**config.mk**
```make
export PLATFORM = sky130hd
export DESIGN_NAME = instruction_fetch_unit_flat
export DESIGN_NICKNAME = d
export VERILOG_FILES = /design/src/rtl/instruction_fetch_unit_if.sv /design/src/rtl/instruction_fetch_unit.sv /design/src/flat_wrapper.sv
export SDC_FILE = /design/constraint.sdc
export NUM_CORES = 1
export LEC_CHECK = 0
export BUFFER_PORTS_ARGS = -buffer_cell sky130_fd_sc_hd__buf_2
export CORE_MARGIN = 3
export CORE_UTILIZATION = 60
export CTS_CLUSTER_SIZE = 8
export DETAILED_ROUTE_END_ITERATION = 6
export PLACE_DENSITY = 0.84
export SYNTH_ARGS = -nofsm -noshare
export SYNTH_HDL_FRONTEND = slang
export SYNTH_SLANG_ARGS = --single-unit
```
**constraint.sdc**
```tcl
create_clock -name clk -period 3.75 [get_ports clk]
set_clock_uncertainty 0.15 [all_clocks]
set_input_delay 0.375 -clock clk [delete_from_list [all_inputs] [get_ports clk]]
set_output_delay 0.375 -clock clk [all_outputs]
set_load 0.02 [all_outputs]
```
**src/rtl/instruction_fetch_unit_if.sv**
```systemverilog
// Instruction memory port bundle.
// The fetch unit is the master and the memory is the slave.
interface instruction_fetch_unit_if;
  logic        imem_read;
  logic [31:0] imem_address;
  logic [31:0] imem_readdata;
  logic        imem_busywait;

  modport master (
    output imem_read,
    output imem_address,
    input  imem_readdata,
    input  imem_busywait
  );

  modport slave (
    input  imem_read,
    input  imem_address,
    output imem_readdata,
    output imem_busywait
  );
endinterface

```
**src/rtl/instruction_fetch_unit.sv**
```systemverilog
// RV32IM fetch stage: PC, busywait memory reads, stall hold buffer,
// and branch redirect with drain of an in-flight read.
module instruction_fetch_unit #(
  parameter logic [31:0] RESET_PC  = 32'h0000_0000,
  parameter logic [31:0] NOP_INSTR = 32'h0000_0013
) (
  input  logic                           clk,
  input  logic                           reset,
  input  logic                           stall,
  input  logic                           branch_taken,
  input  logic [31:0]                    branch_target,
  instruction_fetch_unit_if.master       imem,
  output logic [31:0]                    pc,
  output logic [31:0]                    pc_plus_4,
  output logic [31:0]                    instruction,
  output logic                           fetch_valid
);

  typedef enum logic [1:0] {
    IDLE,
    FETCH,
    HOLD,
    DRAIN
  } state_t;

  state_t      state, state_n;
  logic [31:0] pc_reg, pc_reg_n;
  logic [31:0] redirect_target, redirect_target_n;
  logic [31:0] buf_instr, buf_instr_n;
  logic [31:0] buf_pc, buf_pc_n;
  logic [31:0] pc_n, pc_plus_4_n, instruction_n;
  logic        fetch_valid_n;
  logic        complete;
  logic [31:0] target;

  assign target            = branch_target & ~32'h3;
  assign imem.imem_read    = (state == FETCH) || (state == DRAIN);
  assign imem.imem_address = pc_reg;
  assign complete          = imem.imem_read && !imem.imem_busywait;

  always_comb begin
    state_n           = state;
    pc_reg_n          = pc_reg;
    redirect_target_n = redirect_target;
    buf_instr_n       = buf_instr;
    buf_pc_n          = buf_pc;
    pc_n              = pc;
    pc_plus_4_n       = pc_plus_4;
    instruction_n     = instruction;
    fetch_valid_n     = fetch_valid;

    // Any output load without a fresh instruction is a bubble.
    if (!stall || branch_taken) begin
      instruction_n = NOP_INSTR;
      fetch_valid_n = 1'b0;
    end

    unique case (state)
      IDLE: begin
        state_n = FETCH;
        if (branch_taken) pc_reg_n = target;
      end
      FETCH: begin
        if (branch_taken) begin
          if (complete) begin
            pc_reg_n = target;
          end else begin
            redirect_target_n = target;
            state_n           = DRAIN;
          end
        end else if (complete) begin
          pc_reg_n = pc_reg + 32'd4;
          if (!stall) begin
            pc_n          = pc_reg;
            pc_plus_4_n   = pc_reg + 32'd4;
            instruction_n = imem.imem_readdata;
            fetch_valid_n = 1'b1;
          end else begin
            buf_instr_n = imem.imem_readdata;
            buf_pc_n    = pc_reg;
            state_n     = HOLD;
          end
        end
      end
      HOLD: begin
        if (branch_taken) begin
          pc_reg_n = target;
          state_n  = FETCH;
        end else if (!stall) begin
          pc_n          = buf_pc;
          pc_plus_4_n   = buf_pc + 32'd4;
          instruction_n = buf_instr;
          fetch_valid_n = 1'b1;
          state_n       = FETCH;
        end
      end
      DRAIN: begin
        if (complete) begin
          pc_reg_n = branch_taken ? target : redirect_target;
          state_n  = FETCH;
        end else if (branch_taken) begin
          redirect_target_n = target;
        end
      end
    endcase
  end

  always_ff @(posedge clk) begin
    if (reset) begin
      state           <= IDLE;
      pc_reg          <= RESET_PC;
      redirect_target <= 32'h0;
      buf_instr       <= NOP_INSTR;
      buf_pc          <= 32'h0;
      pc              <= 32'h0;
      pc_plus_4       <= 32'h0;
      instruction     <= NOP_INSTR;
      fetch_valid     <= 1'b0;
    end else begin
      state           <= state_n;
      pc_reg          <= pc_reg_n;
      redirect_target <= redirect_target_n;
      buf_instr       <= buf_instr_n;
      buf_pc          <= buf_pc_n;
      pc              <= pc_n;
      pc_plus_4       <= pc_plus_4_n;
      instruction     <= instruction_n;
      fetch_valid     <= fetch_valid_n;
    end
  end

endmodule

```
**src/flat_wrapper.sv**
```systemverilog
// flat-port wrapper written by rule: the top's interface ports become plain ports
module instruction_fetch_unit_flat 
#(
  parameter logic [31:0] RESET_PC  = 32'h0000_0000,
  parameter logic [31:0] NOP_INSTR = 32'h0000_0013
)
  (clk, reset, stall, branch_taken, branch_target, pc, pc_plus_4, instruction, fetch_valid, imem_imem_read, imem_imem_address, imem_imem_readdata, imem_imem_busywait);
  instruction_fetch_unit_if imem_i ();
  input  logic clk;
  input  logic reset;
  input  logic stall;
  input  logic branch_taken;
  input  logic [31:0] branch_target;
  output logic [31:0] pc;
  output logic [31:0] pc_plus_4;
  output logic [31:0] instruction;
  output logic fetch_valid;
  output wire logic [$bits(imem_i.imem_read)-1:0] imem_imem_read;
  output wire logic [$bits(imem_i.imem_address)-1:0] imem_imem_address;
  input wire logic [$bits(imem_i.imem_readdata)-1:0] imem_imem_readdata;
  input wire logic [$bits(imem_i.imem_busywait)-1:0] imem_imem_busywait;
  assign imem_imem_read = imem_i.imem_read;
  assign imem_imem_address = imem_i.imem_address;
  assign imem_i.imem_readdata = imem_imem_readdata;
  assign imem_i.imem_busywait = imem_imem_busywait;
  instruction_fetch_unit #(.RESET_PC(RESET_PC), .NOP_INSTR(NOP_INSTR)) u_core (.clk(clk), .reset(reset), .stall(stall), .branch_taken(branch_taken), .branch_target(branch_target), .imem(imem_i), .pc(pc), .pc_plus_4(pc_plus_4), .instruction(instruction), .fetch_valid(fetch_valid));
endmodule
```
# Word-level counts from Yosys, hierarchy flattened
# Cells that the tools add are included.
dict set report op_classes {
  add_sub_neg 2
  eq_ne 17
  n_mux 44
  bitwise 1
  reduce_logical 14
}
# cell count
set op_table {}
lappend op_table {{2-to-1 mux 32 bit} 25}
lappend op_table {{case mux 32 bit (2 select lines)} 4}
lappend op_table {{case mux 32 bit (3 select lines)} 1}
lappend op_table {{adder 32 x 3 -> 32 bit (second input constant)} 2}
lappend op_table {{2-to-1 mux 2 bit} 7}
lappend op_table {{inequality test 2 bit (second input constant)} 7}
lappend op_table {{inequality test 3 bit (second input constant)} 3}
lappend op_table {{case mux 2 bit (4 select lines)} 1}
lappend op_table {{AND reduction 4 bit} 2}
lappend op_table {{inequality test 2 x 1 -> 1 bit (second input constant)} 3}
lappend op_table {{AND reduction 6 bit} 1}
lappend op_table {{2-to-1 mux 1 bit} 5}
lappend op_table {{AND reduction 5 bit} 1}
lappend op_table {{equality test 2 bit (second input constant)} 2}
lappend op_table {{nonzero test 2 bit} 2}
lappend op_table {{inequality test 3 x 2 -> 1 bit (second input constant)} 1}
lappend op_table {{AND reduction 3 bit} 1}
lappend op_table {{equality test 2 x 1 -> 1 bit (second input constant)} 1}
lappend op_table {{logical NOT 1 bit} 2}
lappend op_table {{logical NOT 2 bit} 1}
lappend op_table {{logical OR 1 bit} 2}
lappend op_table {{case mux 1 bit (2 select lines)} 1}
lappend op_table {{OR reduction 2 bit} 1}
lappend op_table {{logical AND 1 bit} 1}
lappend op_table {{NOT 1 bit} 1}
dict set report word_totals {
  ff_bits 227
  inputBits 69
  elab_cells 87
}

# Logic depth before layout (Yosys ltp)
# Gate-level depths: netlist (run 1).
dict set report logic_depth {
  depth_word 7
  depth_mapped 10
  depth_no_buf 7
}

# Worst setup path after synthesis (run 1)
# OpenSTA, ideal clock, no wires.
dict set report synth_timing {
  kind {flip-flop to flip-flop}
  from {register u_core.pc_reg[2], in the netlist u_core.imem.imem_address[2]}
  to {register u_core.pc_plus_4[28]}
  t_arrival_ns 2.400
  path_slack_ns 1.078
  stages_incl_launch_ff 8
  path_buffers 1
  period_less_slack_ns 2.672
  cell_sequence {dfxtp_1 ha_1 nand3_2 or4_1 buf_2 or3_4 xnor2_1 a221o_1}
}
dict set report synth_between {
  elab_chain_len 5
}
# element line_no
set synth_lines {}
lappend synth_lines {{from (decl)} instruction_fetch_unit.sv:27} ;# logic [31:0] pc_reg, pc_reg_n;
lappend synth_lines {{from (signal assigned)} instruction_fetch_unit.sv:121} ;# pc_reg <= pc_reg_n;
lappend synth_lines {{adder 32 x 3 -> 32 bit} instruction_fetch_unit.sv:75} ;# pc_plus_4_n = pc_reg + 32'd4;
lappend synth_lines {{2-to-1 mux 32 bit} instruction_fetch_unit.sv:73} ;# if (!stall) begin
lappend synth_lines {{2-to-1 mux 32 bit} instruction_fetch_unit.sv:71} ;# end else if (complete) begin
lappend synth_lines {{2-to-1 mux 32 bit} instruction_fetch_unit.sv:64} ;# if (branch_taken) begin
lappend synth_lines {{case mux 32 bit (2 select lines)} instruction_fetch_unit.sv:58} ;# unique case (state)
lappend synth_lines {{to (signal assigned)} instruction_fetch_unit.sv:126} ;# pc_plus_4 <= pc_plus_4_n;
lappend synth_lines {{to (decl)} instruction_fetch_unit.sv:14} ;# output logic [31:0] pc_plus_4,
# Every way passes these cells. The select of a mux whose other input is x is not followed.
# A chain may end at the register's enable or synchronous reset.

# Final worst setup path (run 1)
dict set report layout_timing {
  from {register u_core.state[1]}
  to {register u_core.pc_plus_4[6]}
}
dict set report layout_between {
  elab_chain_len 5
}
# element line_no
set layout_lines {}
lappend layout_lines {{from (decl)} instruction_fetch_unit.sv:26} ;# state_t state, state_n;
lappend layout_lines {{from (signal assigned)} instruction_fetch_unit.sv:120} ;# state <= state_n;
lappend layout_lines {{equality test 2 x 1 -> 1 bit / equality test 2 bit (equally long branches)} {instruction_fetch_unit.sv:37, instruction_fetch_unit.sv:58}}
lappend layout_lines {{logical OR 1 bit} instruction_fetch_unit.sv:37} ;# assign imem.imem_read = (state == FETCH) || (state == DRAIN);
lappend layout_lines {{logical AND 1 bit} instruction_fetch_unit.sv:39} ;# assign complete = imem.imem_read && !imem.imem_busywait;
lappend layout_lines {{inequality test 2 x 1 -> 1 bit (no line)} --}
lappend layout_lines {{AND reduction 6 bit (no line)} --}
# Parallel ways exist; a longest one is shown, timed or not.

==> metrics.md, run 1 <==
| Metric | Value |
|---|---|
| PwrDens | `534 mW/mm^2` |
| Slew HR | `0.197` |
| Post-Syn Area | `0.0117 sq mm` |
| Routed length per placed instance | `18.7 um` |
| Num ports | `199` |
| Switch share | `0.341` |
| Final GP Congestion | `0.935` |
| DIE HEIGHT | `145 um` |
| Reg-to-reg startpoint | `u_core.state[1]` |
| Clk Latency, worst-skew pair | `0.50 ns` |
| Register area | `0.00450 sq mm` |
| Total leakage power | `5.24 nW` |
| Min cycle time layout | `3.15 ns` |
| DRC viols | `0` |
| Max Slew Vio Count | `0` |
| Vias in the first global route | `10,908` |
| Max Clk Rate | `317 MHz` |
| Cell taking the most area after synthesis | `dfxtp_1` |
| CP startpoint kind | `register` |
| Root Driver | `clkbuf_16` |
| Worst Setup Path Type | `register to register` |
| CTS Buf Count | `34` |
| Int Power | `4.95 mW` |
| I/O Buffers | `196` |
| Reg2Reg Depth | `8` |
| # diodes | `0` |
| Max rail drop VDD | `0.452 mV` |
| Multi-input combinational cell area | `0.00651 sq mm` |
| Main synth FF type | `dfxtp_1` |
| Fillcell total | `1,464` |
| Count of cell types in the netlist | `72` |
| Synth warnings | `0` |
| FF-to-FF End | `u_core.pc_plus_4[6]` |
| Post-synthesis sequential area ratio | `0.387` |
| Clock power share | `0.354` |
| Largest net degree at the start of global routing | `85` |
| Final TNS setup | `0 ns` |
| CP Capture Type | `register` |
| Post-synthesis register bit count | `225` |
| Worst-case clock buffer depth | `3` |
| Vias | `12,018` |
| TritonCTS clock tree | `done` |
| H-tree levels | `2` |
| TritonRoute pass-1 iters | `6` |
| Slew @ Worst Pin | `1.20 ns` |
| CTS clk-pin slew, worst paths | `0.05 ns` |
| Setup crit end | `u_core.pc_plus_4[6]` |
| Fin. Hold Viols | `0` |
| Die ar. | `0.0211 sq mm` |
| Ys async rst share | `0` |
| Area growth syn-to-layout | `20.5%` |
| Mean Syn Cell Area | `7.87 sq um` |
| EDFF count, synth | `0` |
| Post-DP HPWL | `23.3 mm` |
| GRT overflow | `0` |
| Routed wire length | `35.7 mm` |
| Nets | `1,725` |
| Combinational power share | `0.257` |
| Synth area leaders | `dfxtp_1 39%, nand2_1 8.9%, a21oi_1 6.6%, mux2i_1 4.2%, a22oi_1 3.6%` |
| Sink Count | `225` |
| Seq pwr share | `0.389` |
| Psw | `2.56 mW` |
| Crit path DAT | `3.41 ns` |
| Setup-failing EPs final | `0` |
| HP Class | `primary input to register` |
| Max FO, Critical Path | `35` |
| Syn Nets | `1,557` |
| Fraction of layout instances using a drive strength above 1 | `0.198` |
| Period utilization | `0.840` |
| CP Data Required Time | `4.01 ns` |
| Worst hold slack | `0.00503 ns` |
| Antenna violations before repair | `0` |
| CP startpoint | `u_core.state[1]` |
| All-Layer GR Usage | `0.319` |
| Final antenna-violating net count | `0` |
| Core box area | `0.0189 sq mm` |
| Die X-Extent | `145 um` |
| First-pass GRT wire length | `56.9 mm` |
| 1st-iter DRT viols | `1,429` |
| Register-to-Register Setup Slack | `0.60 ns` |
| Post-DR vias/cell | `6.29` |
| Max-cap violations | `0` |
| Outcome | `complete, no violations` |
| Post-synthesis cell count | `1,481` |
| Row count | `50` |
| Synth top area share | `0.387` |
| Unrepaired setup endpoints after global routing | `no` |
| Initial Util | `0.617` |
| Setup bufs post-CTS | `0` |
-- logic make-up (layout without fill, tap and decap cells) --
family,Yosys count,in the layout,share of synthesized area
compound gates,424,424,0.234
xor+xnor,33,33,0.0248
fa+ha+maj,7,7,0.00752
buf+inv,165,335,0.0580
flops,225,225,0.387
mux,82,82,0.0740
simple gates,545,545,0.216
-- worst min path at each step --
stage | depth (start not counted) | slack [ns] | to | startpoint
6_report | 3 | 0.005 | u_core.redirect_target[10] | branch_target[10]
5_1_grt | 3 | 0.007 | u_core.redirect_target[10] | branch_target[10]
4_1_cts | 3 | 0.00004 | u_core.buf_instr[24] | imem_imem_readdata[24]
3_5_place_dp | 2 | 0.29 | u_core.redirect_target[8] | u_core.redirect_target[8]
3_3_place_gp | 2 | 0.29 | u_core.redirect_target[8] | u_core.redirect_target[8]
2_1_floorplan | 2 | 0.28 | u_core.buf_instr[10] | u_core.buf_instr[10]
-- worst max-delay path: stages (launching register included) --
cell	delay (ns)
dfxtp_1	0.43
inv_1	0.12
ha_1	0.63
nor4b_1	0.52
a21o_2	0.20
buf_4	0.28
buf_4	0.37
o211ai_1	0.17
a21oi_1	0.19
-- cell usage after synthesis, types with 33 or more instances --
master,count
nor2_1,100
nor3_1,41
a22oi_1,56
nand2_1,276
o21ai_0,68
nand3_1,33
mux2i_1,49
clkbuf_1,105
dfxtp_1,225
a21oi_1,153
a211oi_1,46
mux2_2,33
-- cells in the final DEF, fill, tap and decap left out, types with 6 or more instances in the layout --
| cell | n |
|---|---|
| or3_1 | 9 |
| nand2b_1 | 7 |
| nor2_1 | 100 |
| a21oi_1 | 152 |
| clkbuf_16 | 35 |
| nand2_1 | 276 |
| ha_1 | 6 |
| a22oi_1 | 56 |
| dlygate4sd3_1 | 50 |
| mux2i_1 | 49 |
| o21a_1 | 8 |
| buf_2 | 195 |
| a211oi_1 | 46 |
| dfxtp_1 | 225 |
| inv_1 | 23 |
| nand3_1 | 33 |
| xor2_1 | 7 |
| nor4_1 | 10 |
| and2_1 | 6 |
| buf_4 | 26 |
| and3_1 | 7 |
| o211ai_1 | 7 |
| xnor2_1 | 26 |
| a31oi_1 | 12 |
| nor3_1 | 40 |
| a221oi_1 | 12 |
| mux2_2 | 33 |
| nand4_1 | 16 |
| o21ai_0 | 68 |
| o22a_1 | 6 |
-- per-layer routing --
layer  vias up  part of all wire  track usage
li1       5613                 -            -
met5         -                 0            0
met2       722              0.44        0.479
met4         0             0.035        0.122
met1      5584              0.42        0.461
met3        99              0.11       0.0567
-- per-stage QoR --
stage / total power [mW] / area, sq um / util / std cells / worst slack, ns
after floorplan: 4.16 / 11700 / - / 1481 / 1.08
after global placement: 4.74 / 12600 / 0.669 / 1823 / 0.810
after detailed placement: 4.79 / 12600 / 0.669 / 1823 / 0.735
after CTS: 7.48 / 14000 / 0.743 / 1911 / 0.655
after global routing: 7.79 / 14000 / 0.743 / 1911 / 0.332
final: 7.51 / 14000 / 0.743 / 1911 / 0.599
-- power by group through the flow --
stage | clock, mW | combinational, mW | sequential [mW]
CTS | 2.67 | 1.90 | 2.90
global placement | 0 | 1.81 | 2.93
finish | 2.65 | 1.93 | 2.92
floorplan | 0 | 1.10 | 3.06
detailed placement | 0 | 1.85 | 2.95
global route | 2.77 | 2.08 | 2.94
-- layout make-up --
| class | count | area share |
|---|---|---|
| clock inverters | 2 | 0.00125 |
| well taps | 260 | 0.0232 |
| repair buffers | 274 | 0.123 |
| inverters | 23 | 0.00615 |
| clock buffers | 36 | 0.0626 |
| flip-flops and latches | 225 | 0.321 |
| multi-input cells | 1091 | 0.463 |
-- timing repair --
action | 4_1_cts | 5_1_grt
hold buffers | 50 | 0
gates resized for setup | 0 | 0
hold endpoints to repair | 50 | 0
No activity file was read; power rests on OpenSTA's default activity.
==> run 2: changes to the inputs <==
- CORE_UTILIZATION: 60 -> 57
- PLACE_DENSITY: 0.84 -> 0.81
- clock period: 3.75 -> 3 ns (I/O delays scaled with it)
==> metrics.md, run 2 (synthesized netlist as in run 1, its figures left out) <==
| Metric | Value |
|---|---|
| Outcome | `complete, no violations` |
| CP Data Required Time | `3.26 ns` |
| Unrepaired setup endpoints after global routing | `no` |
| # diodes | `0` |
| DP Cell Count | `1,856` |
| Fin. Hold Viols | `0` |
| Max Slew Vio Count | `0` |
| DIE HEIGHT | `149 um` |
| Multi-input combinational cell area | `0.00651 sq mm` |
| Routed length per placed instance | `18.5 um` |
| CP max stage delay | `0.69 ns` |
| Slew @ Worst Pin | `1.14 ns` |
| CTS clk-pin slew, worst paths | `0.05 ns` |
| Most frequent cells in the layout | `276 x nand2_1, 225 x dfxtp_1, 195 x buf_2` |
| Antenna violations before repair | `0` |
| Die X-Extent | `149 um` |
| Setup bufs post-CTS | `0` |
| GRT overflow | `0` |
| Initial Util | `0.589` |
| CP Capture Type | `register` |
| Row count | `51` |
| Post-CTS Resized | `0` |
| Reg-to-reg startpoint | `u_core.imem.imem_address[9]` |
| TritonCTS clock tree | `done` |
| CP most frequent cell | `or4_1` |
| Final TNS setup | `0 ns` |
| H-tree levels | `2` |
| Post-DR vias/cell | `6.19` |
| Total leakage power | `5.43 nW` |
| PwrDens | `659 mW/mm^2` |
| Non-Filler Instances | `1,956` |
| Vias in the first global route | `11,111` |
| Vias | `12,117` |
| Clk Latency, worst-skew pair | `0.50 ns` |
| I/O Buffers | `196` |
| All-Layer GR Usage | `0.316` |
| DRC viols | `0` |
| Worst-case clock buffer depth | `3` |
| Cell area after layout | `0.0144 sq mm` |
| Slowest cell on crit path | `or4_1` |
| Commonest non-fill, non-tap cell in the layout | `nand2_1` |
| Slew HR | `0.237` |
| CP startpoint kind | `register` |
| Total power draw | `9.49 mW` |
| Fillcell total | `1,557` |
| Hold buffer count at cts | `62` |
| 1st-iter DRT viols | `1,364` |
| Final antenna-violating net count | `0` |
| Max FO, Critical Path | `8` |
| Num ports | `199` |
| Largest net degree at the start of global routing | `65` |
| Post-DP Area | `0.0129 sq mm` |
| Final GP Congestion | `0.930` |
| Area growth syn-to-layout | `23.6%` |
| Setup-failing EPs final | `0` |
| Nets | `1,765` |
| Worst Setup Path Type | `register to register` |
| Die ar. | `0.0222 sq mm` |
| Core box area | `0.0198 sq mm` |
| Worst Hold Launch | `reset` |
| Register area | `0.00450 sq mm` |
| Max-cap violations | `0` |
| Max Clk Rate | `363 MHz` |
| CTS Buf Count | `34` |
| Period utilization | `0.918` |
| Sink Count | `225` |
| Routed wire length | `36.2 mm` |
| TritonRoute pass-1 iters | `6` |
| HP Class | `primary input to register` |
| Post-DP HPWL | `24.2 mm` |
| Critical path cell sequence | `nand3_2 > or4_1 > buf_4 > or4_1 > xor2_1 > o221ai_1` |
| Min cycle time layout | `2.75 ns` |
| Fraction of layout instances using a drive strength above 1 | `0.211` |
| Max rail drop VDD | `0.415 mV` |
| CP startpoint | `u_core.imem.imem_address[9]` |
| Crit path DAT | `3.01 ns` |
| Root Driver | `clkbuf_16` |
| First-pass GRT wire length | `57.8 mm` |
## run 2: changes by cell type in the layout (fill, tap and decap cells not counted)
cell           delta
buf_12            +1
buf_4            +27
clkbuf_1          -1
clkbuf_8          +1
clkinv_4          -1
clkinvlp_4        +1
dlygate4sd3_1    +12
## run 2: metrics by stage
| step | utilization | worst slack, ns | hold WS (ns) |
|---|---|---|---|
| global placement | 0.651 | 0.416 | 0.289 |
| CTS | 0.728 | 0.300 | 0.0138 |
| detailed placement | 0.651 | 0.339 | 0.296 |
| global route | 0.728 | 0.165 | 0.0312 |
| floorplan | - | 0.328 | 0.274 |
| finish | 0.728 | 0.246 | 0.0306 |
## run 2: cell type report
type                            instances  share of cell area
Inverter                               23             0.00600
Tap cell                              265              0.0230
Timing Repair Buffer                  314               0.143
Clock inverter                          2             0.00113
Multi-Input combinational cell       1091               0.452
Clock buffer                           36              0.0618
Sequential cell                       225               0.313
## run 2: critical path: cells and delay by family, from the launching register on
kind | cells | cell delay, ns
AND/OR/NAND/NOR | 3 | 1.38
XOR/XNOR | 1 | 0.17
AO/OA/AOI/OAI | 1 | 0.19
flip-flops | 1 | 0.53
buffers and inverters | 1 | 0.23
## run 2: where the power goes
| part | total (mW) | internal [mW] | switching, mW |
|---|---|---|---|
| Sequential | 3.55 | 3.29 | 0.264 |
| Clock | 3.34 | 2.07 | 1.27 |
| Combinational | 2.60 | 0.917 | 1.68 |
## run 2: path summary, 6_finish.rpt
| check | slack, ns | end | cells past startpoint |
|---|---|---|---|
| max | 0.25 | u_core.pc_plus_4[26] | 6 |
| min | 0.03 | u_core.imem.imem_address[8] | 2 |
| max reg2reg | 0.25 | u_core.pc_plus_4[26] | 6 |
| min reg2reg | 0.30 | u_core.redirect_target[6] | 2 |
## run 2: routing by layer
metal / up-vias / GRT usage / routed length, um
met2: 727 / 0.470 / 15800
li1: 5687 / - / -
met3: 86 / 0.0602 / 3880
met5: - / 0 / 0
met4: 0 / 0.117 / 1210
met1: 5617 / 0.456 / 15300
